[src/rtl/mem_access_unit.sv]
// MEM-stage load/store unit: turns RV32I byte/half/word accesses into whole-word RAM
// cycles, merging store lanes and extending load data; word-crossing accesses take two cycles.
module mem_access_unit #(
    parameter int ADDR_W = 32
) (
    input  logic              clk,
    input  logic              rst,
    input  logic              req_i,
    input  logic              we_i,
    input  logic [2:0]        funct3_i,
    input  logic [ADDR_W-1:0] addr_i,
    input  logic [31:0]       wdata_i,
    output logic              stall_o,
    output logic [31:0]       rdata_o,
    output logic              rdata_valid_o,
    output logic              ram_we_o,
    output logic [ADDR_W-1:0] ram_addr_o,
    output logic [31:0]       ram_wdata_o,
    input  logic [31:0]       ram_rdata_i
);

    typedef enum logic {IDLE, SECOND} state_t;

    state_t state, state_nxt;

    logic [ADDR_W-1:0] next_addr_q;
    logic [2:0]        f3_q;
    logic [1:0]        off_q;
    logic              we_q;
    logic [31:0]       wdata_q;
    logic [31:0]       low_q;

    logic              in_second;
    logic [2:0]        cur_f3;
    logic [1:0]        cur_off;
    logic              cur_we;
    logic [31:0]       cur_wdata;
    logic [ADDR_W-1:0] base_addr;
    logic              legal;
    logic [3:0]        size_mask;
    logic [7:0]        byte_mask;
    logic [63:0]       bit_mask;
    logic              split;
    logic [4:0]        shamt;
    logic [63:0]       wdata_sh;
    logic [63:0]       load_word;
    logic [31:0]       ld_raw;
    logic [31:0]       ld_ext;
    logic [31:0]       merge_lo;
    logic [31:0]       merge_hi;
    logic              capture;

    // In SECOND the latched first-half fields replace the (ignored) inputs.
    assign in_second = (state == SECOND);
    assign cur_f3    = in_second ? f3_q    : funct3_i;
    assign cur_off   = in_second ? off_q   : addr_i[1:0];
    assign cur_we    = in_second ? we_q    : we_i;
    assign cur_wdata = in_second ? wdata_q : wdata_i;
    assign base_addr = {addr_i[ADDR_W-1:2], 2'b00};

    // Two adjacent words viewed as one 8-byte window; lanes 4..7 belong to the next word.
    always_comb begin
        // NOTE: every combinational output gets a default first so no path infers a latch.
        legal     = 1'b0;
        size_mask = 4'b0000;
        unique case (cur_f3)
            3'b000: begin legal = 1'b1;    size_mask = 4'b0001; end
            3'b001: begin legal = 1'b1;    size_mask = 4'b0011; end
            3'b010: begin legal = 1'b1;    size_mask = 4'b1111; end
            3'b100: begin legal = !cur_we; size_mask = 4'b0001; end
            3'b101: begin legal = !cur_we; size_mask = 4'b0011; end
            default: ;
        endcase
        byte_mask = {4'b0000, size_mask} << cur_off;
        split     = |byte_mask[7:4];
        for (int i = 0; i < 8; i++) begin
            bit_mask[8*i +: 8] = {8{byte_mask[i]}};
        end
        shamt     = {cur_off, 3'b000};
        wdata_sh  = {32'b0, cur_wdata} << shamt;
        load_word = in_second ? {ram_rdata_i, low_q} : {32'b0, ram_rdata_i};
        ld_raw    = 32'(load_word >> shamt);
        unique case (cur_f3[1:0])
            2'b00:   ld_ext = {{24{!cur_f3[2] && ld_raw[7]}}, ld_raw[7:0]};
            2'b01:   ld_ext = {{16{!cur_f3[2] && ld_raw[15]}}, ld_raw[15:0]};
            default: ld_ext = ld_raw;
        endcase
        merge_lo = (ram_rdata_i & ~bit_mask[31:0])  | (wdata_sh[31:0]  & bit_mask[31:0]);
        merge_hi = (ram_rdata_i & ~bit_mask[63:32]) | (wdata_sh[63:32] & bit_mask[63:32]);
    end

    always_comb begin
        state_nxt     = state;
        stall_o       = 1'b0;
        rdata_o       = 32'b0;
        rdata_valid_o = 1'b0;
        ram_we_o      = 1'b0;
        ram_addr_o    = '0;
        ram_wdata_o   = 32'b0;
        capture       = 1'b0;
        if (rst) begin
            state_nxt = IDLE;
        end else begin
            unique case (state)
                IDLE: begin
                    ram_addr_o = base_addr;
                    if (req_i && legal) begin
                        if (we_i) begin
                            ram_we_o    = 1'b1;
                            ram_wdata_o = merge_lo;
                        end else if (!split) begin
                            rdata_o       = ld_ext;
                            rdata_valid_o = 1'b1;
                        end
                        if (split) begin
                            stall_o   = 1'b1;
                            capture   = 1'b1;
                            state_nxt = SECOND;
                        end
                    end
                end
                SECOND: begin
                    ram_addr_o = next_addr_q;
                    state_nxt  = IDLE;
                    if (we_q) begin
                        ram_we_o    = 1'b1;
                        ram_wdata_o = merge_hi;
                    end else begin
                        rdata_o       = ld_ext;
                        rdata_valid_o = 1'b1;
                    end
                end
                default: state_nxt = IDLE;
            endcase
        end
    end

    always_ff @(posedge clk) begin
        // NOTE: sequential state uses non-blocking assignments so every flop samples pre-edge values.
        if (rst) begin
            state       <= IDLE;
            next_addr_q <= '0;
            f3_q        <= 3'b000;
            off_q       <= 2'b00;
            we_q        <= 1'b0;
            wdata_q     <= 32'b0;
            low_q       <= 32'b0;
        end else begin
            state <= state_nxt;
            if (capture) begin
                next_addr_q <= base_addr + ADDR_W'(4);
                f3_q        <= funct3_i;
                off_q       <= addr_i[1:0];
                we_q        <= we_i;
                wdata_q     <= wdata_i;
                low_q       <= ram_rdata_i;
            end
        end
    end

endmodule

[config.mk]
export PLATFORM = sky130hd
export DESIGN_NAME = mem_access_unit
export DESIGN_NICKNAME = d
export VERILOG_FILES = /design/src/rtl/mem_access_unit.sv
export SDC_FILE = /design/constraint.sdc
export NUM_CORES = 1
export LEC_CHECK = 0
export ABC_AREA = 1
export ABC_CLOCK_PERIOD_IN_PS = 5500
export CORE_MARGIN = 2
export CORE_UTILIZATION = 46
export DETAILED_ROUTE_END_ITERATION = 16
export PLACE_DENSITY_LB_ADDON = 0.3
export SYNTH_ARGS = -nofsm -noshare
export SYNTH_HDL_FRONTEND = slang
export SYNTH_SLANG_ARGS = --single-unit
[constraint.sdc]
create_clock -name clk -period 5.5 [get_ports clk]
set_input_delay 1.1 -clock clk [delete_from_list [all_inputs] [get_ports clk]]
set_output_delay 1.1 -clock clk [all_outputs]
set_load 0.01 [all_outputs]
# Yosys cells after proc, flatten, opt, wreduce, memory -nomap -nowiden
# Cells that the tools add are included.
# W data, S select, Z words.
totals:
  elab_cells: 74
  in_bits: 103
  out_inout_bits: 99
  ff_bits: 103
classes:
  mux: 37
  reduce_logical: 12
  n_shift: 3
  n_bitwise: 9
  add_sub_neg: 1
  eq_ne: 5
ops:
  columns: ["operator", "n"]
  rows:
  - ["$mux W32", 11]
  - ["$pmux W32 S2", 4]
  - ["$and A32 B32 Y32", 4]
  - ["$mux W64", 1]
  - ["$not A32 Y32", 2]
  - ["$or A32 B32 Y32", 2]
  - ["$shl A32 B5 Y64", 1]
  - ["$shr A64 B5 Y32", 1]
  - ["$add A32 B3 Y32 const B", 1]
  - ["$mux W1", 14]
  - ["$pmux W4 S3", 1]
  - ["$pmux W1 S2", 4]
  - ["$shl A4 B2 Y8", 1]
  - ["$eq A3 B3 Y1 const B", 2]
  - ["$reduce_or A2 Y1", 3]
  - ["$reduce_or A4 Y1", 1]
  - ["$eq A3 B1 Y1 const B", 1]
  - ["$eq A3 B2 Y1 const B", 1]
  - ["$logic_and A1 B1 Y1", 3]
  - ["$logic_not A3 Y1", 1]
  - ["$mux W3", 1]
  - ["$reduce_or A3 Y1", 1]
  - ["$eq A2 B1 Y1 const B", 1]
  - ["$logic_not A1 Y1", 2]
  - ["other kinds (3)", 3]

# Longest topological paths before layout
logic_depth:
  depth_word: 12
  depth_mapped: 14
  depth_no_buf: 12

# Worst setup path before layout
# Ideal clock, no wire load.
synth_timing:
  path_type: "input-to-output"
  start: "in funct3_i[0]"
  end: "out rdata_o[15]"
  setup_slack_ns: 2.043
  path_buffers: 1
  arrival_time_ns: 2.357
  stages: 12
  required_ns: 4.400
  cell_sequence: "inv_1 nand2_1 nand2_2 nand2_2 nand2_2 nand3_1 nor2_1 nand2_1 nand2_1 nand2_2 buf_2 a21oi_1"
synth_via:
  elab_chain_cells: 11
  elab_cells_between_ends: 24
  cone_classes: "eq/ne: 5; shift: 1; mux: 10; reduce/logical: 8"
synth_lines:
  columns: ["element", "line_no", "text"]
  rows:
  - ["start, declared", "10", "input logic [2:0] funct3_i,"]
  - ["$mux W3 *", "55", "assign cur_f3 = in_second ? f3_q : funct3_i;"]
  - ["$eq A3 B3 Y1, or another cell as far along", "66", "unique case (cur_f3)"]
  - ["$reduce_or A2 Y1 (no line)", null, null]
  - ["$pmux W4 S3", "66", null]
  - ["$shl A4 B2 Y8", "74", "byte_mask = {4'b0000, size_mask} << cur_off;"]
  - ["$reduce_or A4 Y1", "75", "split = |byte_mask[7:4];"]
  - ["$mux W32", "111", "end else if (!split) begin"]
  - ["$mux W32", "108", "if (we_i) begin"]
  - ["$mux W32", "107", "if (req_i && legal) begin"]
  - ["$pmux W32 S2 *", "104", "unique case (state)"]
  - ["$mux W32 *", "101", "if (rst) begin"]
  - ["end, declared", "14", "output logic [31:0] rdata_o,"]
# Every way passes the cells marked *; elsewhere a longest branch is shown, timed or not.

# Worst setup path after layout
layout_timing:
  start: "reg state (netlist: in_second)"
  end: "out ram_wdata_o[14]"
layout_via:
  elab_chain_cells: 12
  elab_cells_between_ends: 33
  cone_classes: "eq/ne: 4; shift: 2; mux: 11; bitwise: 9; reduce/logical: 7"
layout_lines:
  columns: ["element", "line_no", "text"]
  rows:
  - ["start, declared", "24", "state_t state, state_nxt;"]
  - ["start signal, assigned", "149", "state <= state_nxt;"]
  - ["$mux W3", "55", null]
  - ["$eq A3 B3 Y1, or another cell as far along", "66", null]
  - ["$reduce_or A2 Y1 (no line)", null, null]
  - ["$pmux W4 S3", "66", null]
  - ["$shl A4 B2 Y8", "74", null]
  - ["$not A32 Y32", "88", "merge_lo = (ram_rdata_i & ~bit_mask[31:0]) | (wdata_sh[31:0] & bit_mask[31:0]);"]
  - ["$and A32 B32 Y32", "88", null]
  - ["$or A32 B32 Y32", "88", null]
  - ["$mux W32", "108", null]
  - ["$mux W32", "107", null]
  - ["$pmux W32 S2 *", "104", null]
  - ["$mux W32 *", "101", null]
  - ["end, declared", "18", "output logic [31:0] ram_wdata_o,"]
# Marks and branches as above.

==> results.toml <==
[status]
status = "complete, no violations"

[yosys]
post_synth.cell_area_avg_um2 = 5.635
synth.yosys.warnings = 0
netlist_area_mm2 = 0.008678
synth_seq_cells = 101
synth_top_cell_area_share_pct = 23.30
post_synth_edffs = 0
yosys_most_used_dff = "sky130_fd_sc_hd__dfxtp_1"
yosysSeqAreaShare_pct = 23.30
synth_cells = 1540
asyncSetResetFlopFracSynth_pct = 0
synth_cell_types = 38
synth_top_cells_by_area = "sky130_fd_sc_hd__dfxtp_1, sky130_fd_sc_hd__nand2_1, sky130_fd_sc_hd__nor2_1, sky130_fd_sc_hd__o21ai_0, sky130_fd_sc_hd__nand3_1"
yosys.area.top_type = "sky130_fd_sc_hd__dfxtp_1"

[power_and_ir_drop]
total_power_uw = 2011
switching_share_pct = 33.50
flop_pwr_share_pct = 37.5
power_per_unit_of_standard_cell_area_mw_per_mm2 = 185.3
power_switching_uw = 673.7
internal_power_uw = 1337
p_clk_share_pct = 34.8
share_comb_of_total_power_pct = 27.6
static-leakage-power_uw = 0.004592
vdd_drop_max_v = 0.0001565

[clock_tree]
postCtsSetupBuffers = 0
clock_latency_ns = 0.37
tritoncts = "built"
cts_hold_repair.buffers = 0
cts-resized-gates = 0
ctsRootBufferMaster = "sky130_fd_sc_hd__clkbuf_16"
clockBufferDepth = 2
clk_transition_reported_paths_ns = 0.08
clock_tree.htree_level_count = 3
tritoncts.num_buffers = 9
cts.sink_count = 101

[critical_path]
critical_path_class = "flip-flop to primary output"
cp_num_buf_inv = 4
crit_chain = "buf_4 -> nand2_1 -> nand2_2 -> nand2_2 -> nand2_2 -> nand4_1 -> clkinv_1 -> buf_4 -> nand3_1 -> a21oi_1 -> clkdlybuf4s50_1"
worstPathArrival_ns = 3.79
setup.worst_path.start_class = "flip-flop"
path_max_fanout = 43
worst_ep_required_ns = 4.40
worst_path_dominant_cell_family = "buffers and inverters"
cp_common_cell = "sky130_fd_sc_hd__nand2_2"
worst_path_largest_cell_delay_ns = 0.70
end_kind = "primary output"
crit_path_top_delay_cell = "sky130_fd_sc_hd__dfxtp_4"

[sta]
count_of_pins_over_their_slew_limit = 0
fin_skew_ns = 0.01215
maxSlewHeadroom_pct = 27.24
final_min_period_over_clock_period_pct = 88.93
rsz0062_at_grt = "false"
timing_worst_slew_pin_value_ns = 1.091
finalCriticalPeriod_ns = 4.891
setup_slack_ns = 0.6088
maximum_frequency_from_static_timing_analysis_mhz = 204.5
timing.final.setup_violations = 0
final_hold_slack_ns = 0.4709
finalSetupTns_ns = 0
hold_viol = 0

[place]
dpl.hpwl_um = 23680
dpl.cell_count = 1888
finalWeightedCongestion = 0.9828
pre_cts_worst_setup_slack_ns = 0.6757
port-buffer-count = 199

[min_path]
min-delay-path-class = "flip-flop to flip-flop"

[floorplanning]
die_height_um = 141.4
core_region_area_mm2 = 0.01858
fp.dieW_um = 141.4
die_area_mm2 = 0.01998
start_util_pct = 46.71
io_pins = 202
core.rowCount = 50

[finish]
fin_cells = 1904
layout_commonest_cell = "sky130_fd_sc_hd__nand2_1"
syn_to_final_growth_pct = 25.06
antenna_cells = 0
fin_nets = 1769
mostFrequentLayoutCells = "sky130_fd_sc_hd__nand2_1, sky130_fd_sc_hd__nor2_1, sky130_fd_sc_hd__clkdlybuf4s50_1"
drive_above_1_share_pct = 4.132

[detailed_routing]
postRouteWirelength_um = 32610
detail_route.wl_per_cell_um = 17.13
drt.antenna.violating_nets = 0
remaining_drc_errors = 0
routed-via-count = 10512
drt_pass1_iterations = 5
dr.first_iter.drc_count = 1094
via_per_inst = 5.521

[grt]
track_usage_pct = 31.89
grt_antenna_before_repair = 0
grt_start_max_net_pins = 108
grt.overflow.total = 0
grt_pass1_vias = 9278
first_pass_grt_wire_length_um = 50340

[flow_run]
max_cap_viol_count = 0
[area by class of cell]
cell class,count,area [um^2]
fillers,1880,7727
multi-input cells,1228,5678
repair buffers,214,2117
flip-flops and latches,101,2026
inverters,111,424.2
well taps,234,292.8
clock buffers,10,239.0
clock inverters,6,76.32
[synthesized netlist by cell type, types with 2 or more instances]
library cell / count
sky130_fd_sc_hd__nor2_1: 269
sky130_fd_sc_hd__clkbuf_1: 44
sky130_fd_sc_hd__clkinv_1: 3
sky130_fd_sc_hd__o21ai_1: 24
sky130_fd_sc_hd__a21oi_1: 97
sky130_fd_sc_hd__o21ai_0: 186
sky130_fd_sc_hd__a21oi_2: 2
sky130_fd_sc_hd__xor2_1: 18
sky130_fd_sc_hd__nor3_1: 6
sky130_fd_sc_hd__nand3_2: 7
sky130_fd_sc_hd__dfxtp_1: 101
sky130_fd_sc_hd__nand2_2: 11
sky130_fd_sc_hd__nand3b_1: 5
sky130_fd_sc_hd__buf_2: 32
sky130_fd_sc_hd__nand4_1: 6
sky130_fd_sc_hd__a31oi_1: 14
sky130_fd_sc_hd__nand2_1: 423
sky130_fd_sc_hd__mux2i_1: 15
sky130_fd_sc_hd__inv_1: 103
sky130_fd_sc_hd__nand3_4: 2
sky130_fd_sc_hd__buf_1: 3
sky130_fd_sc_hd__inv_2: 3
sky130_fd_sc_hd__buf_4: 7
sky130_fd_sc_hd__xnor2_1: 3
sky130_fd_sc_hd__nand2_4: 4
sky130_fd_sc_hd__buf_6: 15
sky130_fd_sc_hd__nand3_1: 105
sky130_fd_sc_hd__o211ai_1: 22
[stage by stage]
step	cell area [um^2]	util, %
after global routing	10850	58.41
after floorplan	8682	-
final	10850	58.41
after detailed placement	10540	56.71
after global placement	10540	56.71
after CTS	10850	58.41
[power groups by stage]
stage	logic [uW]	clock network, uW	registers, uW
floorplan	319	0	768
global placement	540	0	771
detailed placement	541	0	772
CTS	544	709	754
global route	607	742	756
finish	556	701	755
[registers in the layout (all words and copies together) (netlist names)]
register / cells
wdata_q: 32
f3_q: 3
off_q: 2
low_q: 32
in_second: 1
next_addr_q: 30
we_q: 1
[final timing paths]
| kind | startpoint | endpoint | slack [ns] | cells after the start |
|---|---|---|---|---|
| min | next_addr_q[30]$_SDFFE_PP0P_ | next_addr_q[30]$_SDFFE_PP0P_ | 0.47 | 2 |
| max reg2reg | in_second$_SDFF_PP0_ | next_addr_q[26]$_SDFFE_PP0P_ | 1.91 | 12 |
| min reg2reg | next_addr_q[30]$_SDFFE_PP0P_ | next_addr_q[30]$_SDFFE_PP0P_ | 0.47 | 2 |
| max | in_second$_SDFF_PP0_ | ram_wdata_o[14] | 0.61 | 11 |
[worst reg2reg max path, delay by kind of cell, from the launching register on]
family	cells	cell delay, ns
buffers and inverters	3	1.32
AND/OR/NAND/NOR	8	1.30
flip-flops	1	0.70
AO/OA/AOI/OAI	1	0.17
[cells by family after synthesis]
| group | after synthesis | share of synthesized area (%) |
|---|---|---|
| multiplexers | 15 | 1.730 |
| other | 1 | 0.04321 |
| adder cells (fa/ha/maj) | 1 | 0.1442 |
| flip-flops | 101 | 23.30 |
| buffers and inverters | 212 | 11.32 |
| AO/OA/AOI/OAI | 347 | 21.11 |
| XOR/XNOR | 21 | 2.119 |
| AND/OR/NAND/NOR | 842 | 40.24 |
[routing by layer]
metal,GRT usage [%],routed length (um),up-vias
met4,11.16,1147,0
met5,0,0,-
met2,49.59,14430,503
met3,8.370,3279,64
met1,42.85,13760,4712
li1,-,-,5233
Power figures use the tool's default switching activity.
